[config.mk]
export PLATFORM = sky130hd
export DESIGN_NAME = io_irq_ctrl
export DESIGN_NICKNAME = d
export VERILOG_FILES = /design/src/rtl/io_irq_ctrl.sv
export SDC_FILE = /design/constraint.sdc
export NUM_CORES = 1
export LEC_CHECK = 0
export ABC_CLOCK_PERIOD_IN_PS = 4300
export BUFFER_PORTS_ARGS = -buffer_cell sky130_fd_sc_hd__buf_2
export CAP_MARGIN = 25
export CORE_ASPECT_RATIO = 1.75
export CORE_MARGIN = 3
export CORE_UTILIZATION = 32
export CTS_CLUSTER_SIZE = 20
export DETAILED_ROUTE_END_ITERATION = 10
export HOLD_SLACK_MARGIN = 0.08
export PLACE_DENSITY = 0.71
export SETUP_SLACK_MARGIN = 0.02
export SLEW_MARGIN = 20
export SYNTH_ARGS = -nofsm -noshare
export SYNTH_HDL_FRONTEND = slang
export SYNTH_SLANG_ARGS = --single-unit
[constraint.sdc]
create_clock -name clk -period 4.3 [get_ports clk]
set_clock_uncertainty 0.2 [all_clocks]
set_input_delay 0.215 -clock clk [delete_from_list [all_inputs] [get_ports clk]]
set_output_delay 0.215 -clock clk [all_outputs]
set_load 0.05 [all_outputs]
[src/rtl/io_irq_ctrl.sv]
// Vectored interrupt controller: synchronised edge capture, PENDING/MASK/INSERV
// registers, lowest-index priority. Optional ACKCNT counter under IRQ_ACK_COUNT_EN.
module io_irq_ctrl #(
  parameter int          BITS     = 32,
  parameter int          NUM_SRC  = 4,
  parameter logic [31:0] BASE     = 32'hF0000100,
  parameter logic [31:0] VEC_BASE = 32'h00000040
) (
  input  logic               clk,
  input  logic               reset,
  input  logic               we,
  input  logic               re,
  input  logic [BITS-1:0]    memAddr,
  input  logic [BITS-1:0]    dataBusIn,
  input  logic [NUM_SRC-1:0] irqIn,
  input  logic               intAck,
  output logic               intReq,
  output logic [BITS-1:0]    intVec,
  output logic [BITS-1:0]    dataBusOut
);

  // state   | meaning
  // IDLE    | no request presented
  // REQ     | intReq high, intVec holds latched source's handler
  // SERVICE | handler running, waiting for EOI write to INSERV
  typedef enum logic [1:0] {IDLE, REQ, SERVICE} stateT;

  localparam logic [BITS-1:0] ADDR_PEND = BITS'(BASE);
  localparam logic [BITS-1:0] ADDR_MASK = BITS'(BASE + 32'd4);
  localparam logic [BITS-1:0] ADDR_SERV = BITS'(BASE + 32'd8);

  stateT              state;
  logic [NUM_SRC-1:0] sync1, sync2, syncQ;
  logic [NUM_SRC-1:0] pending, mask, rise, eligible, w1cClr, ackClr, curSel;
  logic [3:0]         winIdx, curIdx, svcIdx;
  logic               winValid, svcValid, curEnabled, ackTake;
  logic               wrPend, wrMask, eoi, rdPend, rdMask, rdServ;
  logic               unusedBits;

  assign wrPend = we && (memAddr == ADDR_PEND);
  assign wrMask = we && (memAddr == ADDR_MASK);
  assign eoi    = we && (memAddr == ADDR_SERV);
  assign rdPend = re && !we && (memAddr == ADDR_PEND);
  assign rdMask = re && !we && (memAddr == ADDR_MASK);
  assign rdServ = re && !we && (memAddr == ADDR_SERV);

  assign unusedBits = ^dataBusIn[BITS-1:NUM_SRC];

  assign rise     = sync2 & ~syncQ;
  assign eligible = pending & mask;
  assign w1cClr   = wrPend ? dataBusIn[NUM_SRC-1:0] : '0;

  always_comb begin
    winIdx   = '0;
    winValid = 1'b0;
    for (int i = NUM_SRC - 1; i >= 0; i--) begin
      if (eligible[i]) begin
        winIdx   = 4'(i);
        winValid = 1'b1;
      end
    end
  end

  always_comb begin
    for (int i = 0; i < NUM_SRC; i++) curSel[i] = (curIdx == 4'(i));
  end

  assign curEnabled = |(mask & curSel);
  assign ackTake    = (state == REQ) && curEnabled && intAck;
  assign ackClr     = ackTake ? curSel : '0;

  always_ff @(posedge clk or negedge reset) begin
    if (!reset) begin
      sync1   <= '0;
      sync2   <= '0;
      syncQ   <= '0;
      pending <= '0;
      mask    <= '0;
    end else begin
      sync1   <= irqIn;
      sync2   <= sync1;
      syncQ   <= sync2;
      // a fresh edge beats any clear in the same cycle
      pending <= (pending & ~(w1cClr | ackClr)) | rise;
      if (wrMask) mask <= dataBusIn[NUM_SRC-1:0];
    end
  end

  always_ff @(posedge clk or negedge reset) begin
    if (!reset) begin
      state    <= IDLE;
      curIdx   <= '0;
      svcIdx   <= '0;
      svcValid <= 1'b0;
      intReq   <= 1'b0;
      intVec   <= '0;
    end else begin
      case (state)
        IDLE: if (winValid) begin
          state  <= REQ;
          curIdx <= winIdx;
          intReq <= 1'b1;
          intVec <= BITS'(VEC_BASE) + BITS'({winIdx, 2'b00});
        end
        REQ: if (!curEnabled) begin
          state  <= IDLE;
          intReq <= 1'b0;
        end else if (intAck) begin
          state    <= SERVICE;
          intReq   <= 1'b0;
          svcIdx   <= curIdx;
          svcValid <= 1'b1;
        end
        SERVICE: if (eoi) begin
          state    <= IDLE;
          svcValid <= 1'b0;
        end
        default: state <= IDLE;
      endcase
    end
  end

`ifdef IRQ_ACK_COUNT_EN
  localparam logic [BITS-1:0] ADDR_CNT = BITS'(BASE + 32'd12);
  logic [15:0] ackCnt;
  logic        wrCnt, rdCnt;

  assign wrCnt = we && (memAddr == ADDR_CNT);
  assign rdCnt = re && !we && (memAddr == ADDR_CNT);

  always_ff @(posedge clk or negedge reset) begin
    if (!reset)       ackCnt <= '0;
    else if (wrCnt)   ackCnt <= '0;
    else if (ackTake) ackCnt <= ackCnt + 16'd1;
  end
`endif

  always_comb begin
    dataBusOut = '0;
    if (rdPend) dataBusOut[NUM_SRC-1:0] = pending;
    if (rdMask) dataBusOut[NUM_SRC-1:0] = mask;
    if (rdServ) begin
      dataBusOut[31]  = svcValid;
      dataBusOut[3:0] = svcIdx;
    end
`ifdef IRQ_ACK_COUNT_EN
    if (rdCnt) dataBusOut[15:0] = ackCnt;
`endif
  end

endmodule
==> reports/results.txt <==
status = completed
Setup crit start = memAddr[20]
Synth Warn # = 0
placement row count = 36
reg2reg end = svcIdx[1]
post-synthesis sequential area ratio = 38.4%
clock sink count = 29
RSZ-0062 raised after global routing = false
Setup Buffers After CTS = 0
Via-to-Cell Ratio = 4.22
Max-slew headroom = 56.6%
startpoint types = input pin
insertion delay to the later sink of the worst-skew pair = 0.28 ns
DIE WIDTH = 64.1 um
Final Hold Vio Count = 0
Min Hold Slack = 0.148 ns
post-synthesis cell area = 0.00189 mm^2
CTS H-tree depth = 2
Netlist cell types = 40
origin of the critical flop-to-flop path = curIdx[0]
number of cells on the critical path = 6
Synth top cells by count = buf_4 (56), dfrtp_1 (29), inv_1 (10), nand2_1 (10), nor2_1 (6)
WP data required = 3.88 ns
P&R area growth vs syn = 18.2%
Compound-Gate Fraction of Synth Area = 7.89%
Die Height = 108 um
gr usage total = 10.8%
CP max stage cell = or4_4
CTS max path bufs = 2
DP HPWL = 2.99 mm
VDD IR max = 0.000231 V
min cycle time layout = 2.43 ns
Synth Register Bits = 29
Mapped Cells = 179
fill count = 552
largest cells by area after synthesis = dfrtp_1 (38%), buf_4 (22%), nor4_4 (4.5%)
routed wire length = 3.78 mm
GPL Wtd Cong = 0.790
critical-path cell list = buf_2 > nor4_1 > nand4_2 > or4_4 > nor3_1 > buf_2
critical path's most frequent cell = buf_2
die footprint = 0.00689 mm^2
Root Buffer = clkbuf_8
PwrDens = 306 mW/mm^2
CP peak stage delay = 0.58 ns
ys async rst share = 100%
initial DRC count = 44
Top Family by Delay on Critical Path = simple AND/OR/NAND/NOR gates
Final Cycle Share = 56.5%
largest net degree at the start of global routing = 30
Final setup viols = 0
Setup TNS Final = 0 ns
initial antenna violation count = 0
clock slew seen by the registers of the worst setup and hold paths = 0.06 ns
post-synthesis adder-cell area fraction = 0%
fraction of layout instances using a drive strength above 1 = 32.3%
# diodes = 0
most numerous cell in the Yosys netlist = buf_4
synthesized area per cell = 10.5 um^2
xor/xnor cell area share of the yosys netlist = 0%
routed len/inst = 11.7 um
post-route ant nets = 0
Initial Utilization = 33.5%
number of synthesized flops with an enable pin = 0
flop2flop setup slack = 2.37 ns
CTS tree = done
Buf+Inv Stages, Crit Path = 2
core area = 0.00563 mm^2
Worst Hold Class = register to register
CP Max Fanout = 6
1st-pass router iterations = 4
Layout Nets = 320
Pins Over Slew Limit = 0
Worst-Margin Slew = 0.651 ns
Worst setup EP type = output pin
Synth area leader = dfrtp_1
top_reg_cell synth = dfrtp_1
DR vias = 1367
Worst Path Arrival = 2.01 ns
I/O pin count = 138
vias in the first global route = 1313
Simple-Gate Fraction of Synth Area = 20.7%
Final Non-Filler Cells = 324
Max-Cap Viols = 0
mux share of post-synthesis cell area = 8.28%
critical path class = input pin to output pin
Max Fclk = 0.412 GHz
placed cells = 306
post-route DRC violation count = 0
first-pass GRT wire length = 5.79 mm
post-CTS sizing = 0
R2R depth = 3
Pleak = 0.00110 uW
global route overflow = 0
combinational family with the most area after synthesis = buffers and inverters
crit path capture = dataBusOut[3]
IO buf count = 53
cts bufs inserted = 5
post-synth top area share = 38.4%
==> through the flow <==
step	util, %	worst slack, ns	instance area (um^2)	total power, uW
4_1_cts	39.6	1.85	2230	691
2_1_floorplan	-	1.53	2090	443
3_5_place_dp	36.0	1.85	2030	437
6_report	39.6	1.87	2230	682
3_3_place_gp	36.0	1.90	2030	435
5_1_grt	39.6	1.75	2230	712
==> layer usage <==
metal	track usage, %	routed length (um)
met2	20.9	1980
met1	10.3	1320
met5	0	0
met4	3.71	51
met3	3.34	420
==> where the power goes <==
part / switching (uW) / total, uW / leakage (uW) / internal, uW
Sequential: 1.70 / 280 / 0.000341 / 279
Combinational: 132 / 159 / 0.000706 / 27.5
Clock: 97.9 / 242 / 0.0000542 / 144
==> flip-flops by register name, indices dropped and copies added, names as in the netlist, 2 cells and up <==
name / cells
mask: 4
pending: 4
sync1: 4
sync2: 4
syncQ: 4
intVec: 2
state: 2
svcIdx: 2
==> worst min-delay path by stage <==
| stage | start | to | slack, ns | depth (start not counted) |
|---|---|---|---|---|
| detailed placement | reset | state[1] | 0.08 | 1 |
| finish | sync1[1] | sync2[1] | 0.15 | 0 |
| global route | sync1[0] | sync2[0] | 0.15 | 0 |
| global placement | reset | svcValid | 0.07 | 1 |
| CTS | sync1[2] | sync2[2] | 0.15 | 0 |
| floorplan | reset | curIdx[0] | -0.28 | 0 |
==> cells in the final DEF (no fill, tap or decap), types with 5 or more instances in the layout <==
cell and count:
nand2_1 10, dfrtp_1 29, nor4_1 5, clkbuf_8 7
nor2_1 6, inv_1 10, conb_1 56, dlygate4sd3_1 10
buf_2 53
==> cell type report <==
cell class              count  area (um^2)  share of cell area [%]
clock buffers               7         96.3                    4.32
clock inverters             1         5.00                   0.224
inverters                  10         37.5                    1.68
multi-input cells         138          906                    40.6
flip-flops and latches     29          726                    32.5
well taps                  76         95.1                    4.26
repair buffers             63          365                    16.4
==> logic make-up after synthesis <==
group                  Yosys count
buffers and inverters           67
AND/OR/NAND/NOR                 49
flip-flops                      29
AO/OA/AOI/OAI                   21
multiplexers                    12
other                            1
==> timing repair <==
| action | CTS | global route |
|---|---|---|
| hold buffers | 10 | 0 |
| endpoints found under the setup margin | 0 | 0 |
| hold endpoints to repair | 40 | 0 |
Power figures use the tool's default switching activity.
